[src/rtl/poly94_video_pkg.sv]
// Shared types and defaults for the video scanline fetch path.
package poly94_video_pkg;

  localparam int WORDS_PER_LINE_DEF = 320;
  localparam int BURST_LEN_DEF      = 8;
  localparam int FIFO_DEPTH_DEF     = 64;
  localparam int ADDR_W             = 24;
  localparam int DATA_W             = 16;

  typedef enum logic [1:0] {
    ST_IDLE = 2'd0,
    ST_REQ  = 2'd1,
    ST_DATA = 2'd2,
    ST_ACK  = 2'd3
  } fetch_state_e;

endpackage

[src/rtl/fifo_sync.sv]
// Single-clock first-word-fall-through FIFO with flush; reads 0 when empty.
module fifo_sync #(
  parameter int WIDTH = 16,
  parameter int DEPTH = 64
) (
  input  logic                     clk_i,
  input  logic                     rst_i,
  input  logic                     flush_i,
  input  logic                     push_i,
  input  logic [WIDTH-1:0]         wdata_i,
  input  logic                     pop_i,
  output logic [WIDTH-1:0]         rdata_o,
  output logic                     empty_o,
  output logic [$clog2(DEPTH):0]   count_o
);

  localparam int AW = $clog2(DEPTH);

  logic [WIDTH-1:0] mem_q [DEPTH];
  logic [AW-1:0]    wr_ptr_q, rd_ptr_q;
  logic [AW:0]      count_q;
  logic             full, push_ok, pop_ok;

  assign empty_o = (count_q == '0);
  assign full    = (count_q == (AW+1)'(DEPTH));
  assign push_ok = push_i && !full;
  assign pop_ok  = pop_i && !empty_o;
  assign count_o = count_q;
  assign rdata_o = empty_o ? '0 : mem_q[rd_ptr_q];

  always_ff @(posedge clk_i or posedge rst_i) begin
    if (rst_i) begin
      wr_ptr_q <= '0;
      rd_ptr_q <= '0;
      count_q  <= '0;
    end else if (flush_i) begin
      wr_ptr_q <= '0;
      rd_ptr_q <= '0;
      count_q  <= '0;
    end else begin
      if (push_ok) wr_ptr_q <= wr_ptr_q + AW'(1);
      if (pop_ok)  rd_ptr_q <= rd_ptr_q + AW'(1);
      case ({push_ok, pop_ok})
        2'b10:   count_q <= count_q + (AW+1)'(1);
        2'b01:   count_q <= count_q - (AW+1)'(1);
        default: count_q <= count_q;
      endcase
    end
  end

  // NOTE: the storage array has no reset; the pointers alone define which entries are valid.
  always_ff @(posedge clk_i) begin
    if (push_ok && !flush_i) mem_q[wr_ptr_q] <= wdata_i;
  end

endmodule

[src/rtl/video_line_fetch.sv]
// Fetches one scanline from SDRAM in fixed bursts into a pixel FIFO.
module video_line_fetch
  import poly94_video_pkg::*;
#(
  parameter int WORDS_PER_LINE = WORDS_PER_LINE_DEF,
  parameter int BURST_LEN      = BURST_LEN_DEF,
  parameter int FIFO_DEPTH     = FIFO_DEPTH_DEF
) (
  input  logic              clk_i,
  input  logic              rst_i,
  input  logic              line_start_i,
  input  logic [ADDR_W-1:0] line_addr_x16_i,
  output logic              video_sdram_rd,
  output logic [ADDR_W-1:0] video_sdram_addr_x16,
  input  logic              video_sdram_rdy,
  input  logic              video_sdram_resp_valid,
  input  logic [DATA_W-1:0] video_sdram_rdata,
  output logic              video_sdram_ack,
  input  logic              pix_rd_i,
  output logic [DATA_W-1:0] pix_data_o,
  output logic              pix_empty_o,
  output logic              underrun_o
);

  localparam int CNT_W  = $clog2(FIFO_DEPTH) + 1;
  localparam int WL_W   = $clog2(WORDS_PER_LINE + 1);
  localparam int BEAT_W = (BURST_LEN > 1) ? $clog2(BURST_LEN) : 1;

  fetch_state_e      state_q;
  logic              rd_q, ack_q;
  logic [ADDR_W-1:0] addr_q, fetch_addr_q, restart_addr_q;
  logic [WL_W-1:0]   words_left_q;
  logic [BEAT_W-1:0] beat_q;
  logic              restart_q, discard_q;
  logic              underrun_q, underrun_d;

  logic [CNT_W-1:0]  fifo_count;
  logic              fifo_empty, fifo_push;
  logic              credit_ok, fetch_go, burst_last;

  // Only one burst is ever in flight, so in IDLE the FIFO count already covers all fetched data.
  assign credit_ok  = (int'(fifo_count) + BURST_LEN) <= FIFO_DEPTH;
  assign fetch_go   = (words_left_q != '0) && credit_ok;
  assign burst_last = video_sdram_resp_valid && (beat_q == BEAT_W'(BURST_LEN - 1));
  assign fifo_push  = video_sdram_resp_valid && (state_q == ST_DATA) && !discard_q;

  fifo_sync #(
    .WIDTH (DATA_W),
    .DEPTH (FIFO_DEPTH)
  ) u_fifo (
    .clk_i   (clk_i),
    .rst_i   (rst_i),
    .flush_i (line_start_i),
    .push_i  (fifo_push),
    .wdata_i (video_sdram_rdata),
    .pop_i   (pix_rd_i),
    .rdata_o (pix_data_o),
    .empty_o (fifo_empty),
    .count_o (fifo_count)
  );

  // NOTE: all state below updates with non-blocking assignments so every branch sees pre-edge values.
  always_ff @(posedge clk_i or posedge rst_i) begin
    if (rst_i) begin
      state_q        <= ST_IDLE;
      rd_q           <= 1'b0;
      ack_q          <= 1'b0;
      addr_q         <= '0;
      fetch_addr_q   <= '0;
      restart_addr_q <= '0;
      words_left_q   <= '0;
      beat_q         <= '0;
      restart_q      <= 1'b0;
      discard_q      <= 1'b0;
    end else begin
      case (state_q)
        ST_IDLE: begin
          if (line_start_i) begin
            fetch_addr_q <= line_addr_x16_i;
            words_left_q <= WL_W'(WORDS_PER_LINE);
          end else if (fetch_go) begin
            state_q <= ST_REQ;
            rd_q    <= 1'b1;
            addr_q  <= fetch_addr_q;
          end
        end
        ST_REQ: begin
          if (line_start_i) begin
            restart_q      <= 1'b1;
            restart_addr_q <= line_addr_x16_i;
            discard_q      <= 1'b1;
          end
          // A posted request cannot be withdrawn; rd stays high until accepted.
          if (video_sdram_rdy) begin
            state_q      <= ST_DATA;
            rd_q         <= 1'b0;
            beat_q       <= '0;
            fetch_addr_q <= fetch_addr_q + ADDR_W'(BURST_LEN);
            words_left_q <= words_left_q - WL_W'(BURST_LEN);
          end
        end
        ST_DATA: begin
          if (line_start_i) begin
            restart_q      <= 1'b1;
            restart_addr_q <= line_addr_x16_i;
            discard_q      <= 1'b1;
          end
          if (video_sdram_resp_valid) beat_q <= beat_q + BEAT_W'(1);
          if (burst_last) begin
            state_q <= ST_ACK;
            ack_q   <= 1'b1;
          end
        end
        ST_ACK: begin
          state_q   <= ST_IDLE;
          ack_q     <= 1'b0;
          restart_q <= 1'b0;
          discard_q <= 1'b0;
          if (line_start_i) begin
            fetch_addr_q <= line_addr_x16_i;
            words_left_q <= WL_W'(WORDS_PER_LINE);
          end else if (restart_q) begin
            fetch_addr_q <= restart_addr_q;
            words_left_q <= WL_W'(WORDS_PER_LINE);
          end
        end
        default: state_q <= ST_IDLE;
      endcase
    end
  end

  // A new line clears the sticky flag even if the same cycle pops an empty FIFO.
  assign underrun_d = line_start_i               ? 1'b0 :
                      (pix_rd_i && fifo_empty)   ? 1'b1 : underrun_q;

  always_ff @(posedge clk_i or posedge rst_i) begin
    if (rst_i) underrun_q <= 1'b0;
    else       underrun_q <= underrun_d;
  end

  assign video_sdram_rd       = rd_q;
  assign video_sdram_ack      = ack_q;
  assign video_sdram_addr_x16 = addr_q;
  assign pix_empty_o          = fifo_empty;
  assign underrun_o           = underrun_q;

endmodule

[config.mk]
export PLATFORM = sky130hd
export DESIGN_NAME = video_line_fetch
export DESIGN_NICKNAME = d
export VERILOG_FILES = /design/src/rtl/poly94_video_pkg.sv /design/src/rtl/fifo_sync.sv /design/src/rtl/video_line_fetch.sv
export SDC_FILE = /design/constraint.sdc
export NUM_CORES = 1
export LEC_CHECK = 0
export CAP_MARGIN = 20
export CORE_MARGIN = 1
export CORE_UTILIZATION = 56
export CTS_CLUSTER_SIZE = 8
export DETAILED_ROUTE_END_ITERATION = 10
export HOLD_SLACK_MARGIN = 0.05
export PLACE_DENSITY = 0.76
export SKIP_LAST_GASP = 1
export SLEW_MARGIN = 5
export SYNTH_ARGS = -nofsm -noshare
export SYNTH_HDL_FRONTEND = slang
export SYNTH_SLANG_ARGS = --single-unit
[constraint.sdc]
create_clock -name clk_i -period 3.7 [get_ports clk_i]
set_input_delay 1.11 -clock clk_i [delete_from_list [all_inputs] [get_ports clk_i]]
set_output_delay 1.11 -clock clk_i [all_outputs]
set_load 0.01 [all_outputs]
# Word level (Yosys, flattened, before mapping)
# Memories as Yosys holds them, arrays and structs flattened.
# Cells that the tools add are included.
# word_totals
mem_bits_rw	1024
register_bits	109
wordCells	109
n_memories	1
# op_classes
n_reduce_logical	33
n_addsub	8
bitwise_logic	1
eq_ne	15
muxes	37
magnitude_cmp	1
# memory_table
memory	words	word_bits	rd	rd_ports_with_merged_regs	write_ports	line	source
u_fifo.mem_q	64	16	1	0	1	fifo_sync.sv:19	logic [WIDTH-1:0] mem_q [DEPTH];
# op_table
operator	n
two-way mux 24 bit	4
one-hot mux 24 bit (3 select lines)	1
two-way mux 9 bit	4
one-hot mux 9 bit (3 select lines)	1
adder 24 x 4 -> 24 bit, second input constant	1
two-way mux 6 bit	4
two-way mux 16 bit	1
one-hot mux 7 bit (2 select lines)	1
nonzero test 2 bit	7
adder 6 x 1 -> 6 bit, second input constant	2
!= test 2 bit, second input constant	6
AND reduction 4 bit	3
two-way mux 1 bit	9
nonzero test 9 bit	1
subtractor 9 x 4 -> 9 bit, second input constant	1
adder 7 x 4 -> 8 bit, second input constant	1
<= comparator 8 x 7 -> 1 bit, second input constant	1
logical AND 1 bit	8
two-way mux 2 bit	4
one-hot mux 2 bit (4 select lines)	1
adder 7 x 1 -> 7 bit, second input constant	1
== test 7 bit, second input constant	1
zero test 7 bit	1
two-way mux 7 bit	1
17 further kinds	30

# Depth between registers and ports, before layout
# Gate-level depths: netlist of the first run.
# depth
word_depth	7
mapped_depth	13
depth_no_buf	12

# By module
# From an unflattened synthesis of the first run, not the netlist that was laid out.
# hier_totals
cells_unflattened	2333
area_unflattened_um2	45225.9
# modules_own_cells
module	area_each_um2	instances	cells_each	seq_area_each_um2
fifo_sync	40779.1	1	1937	31224.9
video_line_fetch	4446.8	1	396	2177.1

# Worst setup path before layout of the first run
# Ideal clock, no wire load.
# synth_timing
path_kind	reg-to-output
start	register u_fifo.rd_ptr_q[0]
end	output port pix_data_o[10]
n_path_buf	2
slack_ps	200
t_arrival_ps	2390
stages_incl_launch_ff	7
t_required_ps	2590
path_cell_list	dfrtp_1 -> buf_2 -> buf_1 -> mux4_2 -> a22oi_1 -> a21boi_0 -> or4_1
# synth_between
elab_chain_cells	2
# synth_rtl
element	line	source
from (decl)	fifo_sync.sv:20	logic [AW-1:0] wr_ptr_q, rd_ptr_q;
from (signal assigned)	fifo_sync.sv:42	if (pop_ok) rd_ptr_q <= rd_ptr_q + AW'(1);
memory read (64 x 16 bit)	-	
two-way mux 16 bit	fifo_sync.sv:29	assign rdata_o = empty_o ? '0 : mem_q[rd_ptr_q];
to (decl)	video_line_fetch.sv:20	output logic [DATA_W-1:0] pix_data_o,
# Every way passes these cells.

# Worst setup path in the final report of the first run
# layout_timing
start	register u_fifo.rd_ptr_q[0]
end	output port pix_data_o[13]
# The elaborated chain is that of the path after synthesis.

==> reports/metrics.csv, run 1 <==
stage,metric,value,unit
die,die-area,80500,um^2
global_route,grt_antenna_before_repair,5,
sta,finalCritPeriodShare,1.22,
drt,wl_per_cell,31.8,um
place,place_inst,3493,
place,portBuffers,89,
sta,clock_skew,0.0237,ns
logic_synthesis,synthArstFlopShare,0.0938,
drt,first_pass_iters,6,
drt,drt_first_iter_violations,3571,
sta,worst_slack,-0.823,ns
clocking,clk_latency,0.74,ns
clocking,cts_buffer_depth,3,
global_route,overflow,0,
sta,max_freq,0.221,GHz
place,gp_congestion,0.838,
worst_setup_path,worstPathRequired,2.59,ns
power,p_leak,18.2,nW
place,hpwl,66.6,mm
power,internal-power,0.0268,W
min_path,hold_path.class,reg -> reg,
die,core_area,78000,um^2
power,cellPowerDensity,669,nW/um^2
sta,hold_ws,0.483,ns
logic_synthesis,synth-seq-cells,1130,
status,violations,negative setup slack,
power,pwr-share-seq,0.406,
finish,fill_cells,4366,
finish,drive_above_1_share,0.373,
logic_synthesis,yosysWarningCount,0,
clocking,cts_sinks,1130,
job,cap_violations,0,
finish,layout_commonest_cell,edfxtp_1,
logic_synthesis,synth_area_leaders,"edfxtp_1 (69%), mux4_2 (13%), dfrtp_1 (6.0%), a22oi_1 (2.3%), mux2_2 (1.3%)",
die,die_w,284,um
logic_synthesis,synth_cells,2216,
sta,worst_slew_pin_slew,0.901,ns
drt,drt-vias-per-instance,6.75,
place,pre_cts_slack,-0.730,ns
sta,period_needed,4.52,ns
finish,final_util,0.704,
power,power.switching,0.00993,W
logic_synthesis,syn_area,44400,um^2
clocking,h-tree-depth,4,
worst_setup_path,setup.worst_path.class,reg -> out,
drt,num_vias,25446,
die,die_h,284,um
clocking,clk_pin_slew,0.05,ns
sta,rsz0062_at_grt,true,
worst_setup_path,critPathLaunchType,flip-flop,
global_route,grt_pass1_vias,26154,
logic_synthesis,yosysTopAreaCell,edfxtp_1,
clocking,cts_tree,done,
global_route,track_usage,0.301,
worst_setup_path,arrival,3.41,ns
finish,mostFrequentLayoutCells,"edfxtp_1 (1024), mux4_2 (256), buf_4 (245), clkbuf_16 (159), nor2_1 (106)",
status,status,finished with violations,
clocking,cts_hold_buffers,0,
global_route,grt_start_max_net_pins,87,
power,peakVddDrop,0.000520,V
drt,drc_errors,0,
worst_setup_path,cp_max_fo,8,
die,io_pins,90,
die,std_cell_rows,102,
drt,routed_wl,120,mm
finish,final_cells,3770,
worst_setup_path,cp-end-kind,output port,
clocking,cts_buffers,159,
power,power.share.clock,0.354,
drt,drt.antenna.violating_nets,0,
finish,nets,2741,
logic_synthesis,synthFlopType,edfxtp_1,
sta,slew_headroom,0.398,
sta,slew_viol_final,0,
sta,fin_setup_tns,-11.81,ns
global_route,grt_first_pass_wirelength,175,mm
logic_synthesis,ys_types,68,
logic_synthesis,synth-edff-count,1024,
power,power_switching_share,0.270,
finish,areaGrowthSynthToFinish,23.6,%
logic_synthesis,syn_nets,2276,
logic_synthesis,avgSynthCellArea,20.1,um^2
die,initial_core_util,0.570,
sta,setup_viol,16,
sta,finalHoldViolCount,0,
power,pwr-share-comb,0.241,
clocking,cts_root_buf,clkbuf_16,
logic_synthesis,synth-seq-area-share,0.752,
logic_synthesis,synth_top_area_share,0.692,
critical path, cell delays in order (launching register included):
cell and delay (ns):
dfrtp_4 0.53, buf_12 0.18, buf_12 0.14, buf_16 0.14, buf_4 0.13, mux4_2 0.42
a22oi_2 0.31, a21boi_2 0.17, or4_4 0.47, buf_6 0.14
cells by family (layout without fill, tap and decap cells):
group	after synthesis	count (layout)	share of synthesized area
AO/OA/AOI/OAI	330	330	0.0536
XOR/XNOR	13	13	0.00256
adder cells (fa/ha/maj)	14	14	0.00394
buffers and inverters	150	660	0.0140
flip-flops	1130	1130	0.752
multiplexers	312	312	0.144
other	0	2	0
AND/OR/NAND/NOR	267	269	0.0304
synthesized netlist by cell type, drive strengths merged, types with 4 or more instances:
master	n
and3	12
and2	4
or3	4
dfrtp	106
edfxtp	1024
a21boi	64
ha	14
xor2	9
nand2	40
a22oi	135
mux2i	5
xnor2	4
inv	18
o21ai	34
a22o	6
nand3	18
nor3	13
nand4	14
nor2b	8
a31oi	5
a21oi	25
o21a	5
buf	51
nand3b	4
a221oi	11
clkbuf	81
nor2	108
mux2	51
nor4	4
a222oi	6
mux4	256
and4	5
and4b	4
o22ai	10
or4	18
routing by layer:
| layer | GRT usage | wire length [um] | vias to the layer above |
|---|---|---|---|
| met5 | 0 | 41 | - |
| met4 | 0.118 | 4780 | 6 |
| met3 | 0.0638 | 11800 | 302 |
| met2 | 0.507 | 61500 | 1806 |
| met1 | 0.385 | 41900 | 13196 |
| li1 | - | - | 10136 |
per-stage QoR:
| step | area [um^2] | total power [W] |
|---|---|---|
| floorplan | 44400 | 0.0195 |
| detailed placement | 48800 | 0.0227 |
| finish | 54900 | 0.0368 |
| global route | 54900 | 0.0379 |
| CTS | 54600 | 0.0366 |
| global placement | 48800 | 0.0224 |
what timing repair did:
action                     in CTS  in global routing
setup buffers                  53                 19
setup endpoints to repair      17                 16
gates cloned                   12                  0
gates resized for setup       277                 52
pin swaps                      69                 47
layout make-up:
type	count	area, um^2	area share
diodes	2	5.00	0.0000912
clock buffers	191	4100	0.0747
clock inverters	17	277	0.00504
inverters	18	71.3	0.00130
multi-input cells	938	11200	0.203
flip-flops and latches	1130	33400	0.608
well taps	1040	1300	0.0237
repair buffers	434	4580	0.0834
worst paths after layout:
| kind | startpoint | endpoint | slack (ns) | depth (start not counted) |
|---|---|---|---|---|
| min reg2reg | fetch_addr_q[2] | fetch_addr_q[2] | 0.48 | 2 |
| max | u_fifo.rd_ptr_q[0] | pix_data_o[13] | -0.82 | 9 |
| max reg2reg | state_q[0] | u_fifo.count_o[4] | 0.58 | 11 |
| max in group asynchronous | rst_i | fetch_addr_q[18] | 2.46 | 3 |
| min | fetch_addr_q[2] | fetch_addr_q[2] | 0.48 | 2 |
| min in group asynchronous | rst_i | u_fifo.count_o[6] | 0.83 | 3 |
state kept, by name, summed over array words and instances, names as in the netlist:
register,count
beat_q,3
discard_q,1
fetch_addr_q,24
restart_addr_q,24
state_q,2
u_fifo.count_o,7
u_fifo.mem_q,1024
u_fifo.rd_ptr_q,6
u_fifo.wr_ptr_q,6
underrun_o,1
video_sdram_ack,1
video_sdram_addr_x16,24
video_sdram_rd,1
words_left_q,6
power by group through the flow:
| stage | combinational [W] | clock [W] | sequential, W |
|---|---|---|---|
| final | 0.00885 | 0.0130 | 0.0149 |
| after global routing | 0.00931 | 0.0136 | 0.0150 |
| after CTS | 0.00863 | 0.0131 | 0.0149 |
| after detailed placement | 0.00754 | 0 | 0.0151 |
| after global placement | 0.00733 | 0 | 0.0151 |
| after floorplan | 0.00441 | 0 | 0.0150 |
(Power assumes the default switching activity.)
==> run 2, diff against run 1 <==
Settings changed: CTS_CLUSTER_SIZE 8 to 14.
==> run 2 against run 1 <==
Net effect: the run still ends with negative setup slack left; first-iteration DRC count decreased by 9.4%; clock power decreased by 14%; sequential power about the same; sequential share of layout area is 0.60 points higher; combinational power grew 3.1%; critical path type unchanged.
==> reports/metrics.csv, run 2 (same netlist as run 1, synthesis figures left out) <==
stage,metric,value,unit,change
clocking,clk_pin_slew,0.06,ns,about the same
power,cellPowerDensity,646,nW/um^2,-3.4%
place,hpwl,66.6,mm,unchanged
job,cap_violations,0,,unchanged
drt,drt-vias-per-instance,6.64,,-1.6%
drt,drc_errors,0,,unchanged
place,placed_area,48800,um^2,unchanged
finish,nets,2695,,-1.7%
die,initial_core_util,0.570,,unchanged
sta,setup_viol,16,,unchanged
worst_setup_path,crit_chain,buf_12 > buf_16 > buf_4 > buf_4 > mux4_2 > a22oi_2 > a21boi_4 > or4_4 > buf_6,,
sta,finalHoldViolCount,0,,unchanged
sta,worst_slew_pin_slew,0.903,ns,+0.00221 ns
global_route,grt_start_max_net_pins,87,,unchanged
drt,wl_met3,10.7,mm,-9.3%
die,core_area,78000,um^2,unchanged
place,gp_congestion,0.838,,unchanged
finish,largest_register_ffs,1024,,unchanged
clocking,cts_hold_buffers,0,,unchanged
worst_setup_path,cp_max_fo,8,,unchanged
drt,routed_wl,117,mm,-2.2%
clocking,h-tree-depth,3,,-1
power,pwr-share-comb,0.259,,+0.018
drt,first_pass_iters,6,,unchanged
global_route,grt_pass1_vias,25518,,-2.4%
sta,hold_ws,0.487,ns,+0.00445 ns
power,internal-power,0.0256,W,-4.5%
status,status,finished with violations,,
worst_setup_path,setup.worst_path.class,reg -> out,,
sta,worst_slack,-0.691,ns,+0.133 ns
drt,highest_layer,met5,,
die,die_h,284,um,unchanged
power,power.share.clock,0.317,,-0.037
global_route,track_usage,0.290,,-0.0107
drt,wl_per_cell,31.2,um,-2.1%
worst_setup_path,worst_path_largest_cell_delay,0.53,ns,about the same
finish,final_util,0.697,,-0.00684
clocking,clk_latency,0.69,ns,-0.05 ns
drt,drt.antenna.violating_nets,0,,unchanged
die,io_pins,90,,unchanged
global_route,grt_antenna_before_repair,3,,-2
finish,layout_commonest_cell,edfxtp_1,,
clocking,cts_buffers,110,,-31%
min_path,hold_path.class,reg -> reg,,
worst_setup_path,critPathLaunchType,flip-flop,,
worst_setup_path,arrival,3.28,ns,-0.13 ns
clocking,cts_sinks,1130,,unchanged
sta,slew_viol_final,0,,unchanged
place,pre_cts_slack,-0.730,ns,unchanged
worst_setup_path,crit_top_cell,buf_4,,
sta,clock_skew,0.0251,ns,+0.00133 ns
global_route,grt_first_pass_wirelength,169,mm,-2.9%
clocking,cts_root_buf,clkbuf_16,,
worst_setup_path,slowest_stage,dfrtp_4,,
die,die-area,80500,um^2,unchanged
clocking,cts_tree,done,,
power,power_switching_share,0.271,,+0.00115
worst_setup_path,worstPathRequired,2.59,ns,about the same
global_route,overflow,0,,unchanged
drt,drt_first_iter_violations,3234,,-9.4%
finish,areaGrowthSynthToFinish,22.4,%,
clocking,cts_buffer_depth,3,,unchanged
power,peakVddDrop,0.000544,V,+4.5%
finish,top_register,u_fifo.mem_q,,
finish,drive_above_1_share,0.377,,+0.00422
die,die_w,284,um,unchanged
drt,drt-met1-wl,41.8,mm,-0.22%
sta,period_needed,4.39,ns,-0.133 ns
sta,max_freq,0.228,GHz,+3.0%
drt,met2_wirelength,60.4,mm,-1.9%
place,portBuffers,89,,unchanged
sta,finalCritPeriodShare,1.19,,-0.0359
power,pwr-share-seq,0.423,,+0.017
power,power.switching,0.00953,W,-4.0%
finish,fin_area,54400,um^2,-0.97%
finish,multi_input_area,11400,um^2,+1.7%
finish,seq_area,33400,um^2,unchanged
sta,rsz0062_at_grt,true,,
finish,mostFrequentLayoutCells,"edfxtp_1 (1024), mux4_2 (256), buf_4 (233), clkbuf_16 (114), nor2_1 (106)",,
status,violations,negative setup slack,,
die,std_cell_rows,102,,unchanged
drt,num_vias,24998,,-1.8%
worst_setup_path,cp-end-kind,output port,,
finish,fill_cells,4443,,+1.8%
sta,slew_headroom,0.397,,-0.00148
power,p_leak,17.9,nW,-1.8%
==> run 2: worst max-delay path: cells and delay by family, from the launching register on <==
family / cells / cell delay [ns]
flops: 1 / 0.53
compound gates: 2 / 0.39
simple gates: 1 / 0.51
mux: 1 / 0.44
buf+inv: 5 / 0.73
==> run 2: area by class of cell <==
class                   count  share of cell area
multi-input cells         938               0.209
clock buffers             130              0.0532
well taps                1040              0.0239
flip-flops and latches   1130               0.614
diodes                      1           0.0000460
inverters                  18             0.00131
clock inverters            71              0.0126
repair buffers            437              0.0857
==> run 2: final timing paths <==
check / cells after the start / endpoint / from / slack, ns
hold / removal: 2 / fetch_addr_q[2] / fetch_addr_q[2] / 0.49
setup / recovery: 9 / pix_data_o[10] / u_fifo.rd_ptr_q[0] / -0.69
max in group asynchronous: 3 / restart_addr_q[0] / rst_i / 2.41
setup reg to reg: 11 / u_fifo.count_o[4] / state_q[0] / 0.58
min in group asynchronous: 3 / u_fifo.count_o[6] / rst_i / 0.89
hold reg to reg: 2 / fetch_addr_q[2] / fetch_addr_q[2] / 0.49
==> run 2: through the flow <==
stage / setup TNS [ns] / cells / total power [W]
floorplan: 0 / 2216 / 0.0195
global placement: -8.45 / 3493 / 0.0224
detailed placement: -8.90 / 3493 / 0.0227
CTS: -10.73 / 3747 / 0.0347
global route: -10.93 / 3764 / 0.0363
finish: -10.29 / 3765 / 0.0352
==> run 2: power by group through the flow <==
stage	sequential [W]	clock, W	combinational (W)
floorplan	0.0150	0	0.00441
global placement	0.0151	0	0.00733
detailed placement	0.0151	0	0.00754
CTS	0.0149	0.0112	0.00868
global route	0.0149	0.0117	0.00962
finish	0.0149	0.0112	0.00912
==> run 2: layer usage <==
metal	up-vias	global-route usage
li1	10063	-
met1	13066	0.383
met2	1599	0.490
met3	268	0.0452
met4	2	0.110
met5	-	0
==> run 2: repair_timing <==
| action | 4_1_cts | 5_1_grt |
|---|---|---|
| pin swaps | 91 | 78 |
| cloned | 12 | 2 |
| gates resized for setup | 310 | 96 |
| endpoints found under the setup margin | 17 | 16 |
| buffers inserted | 58 | 30 |
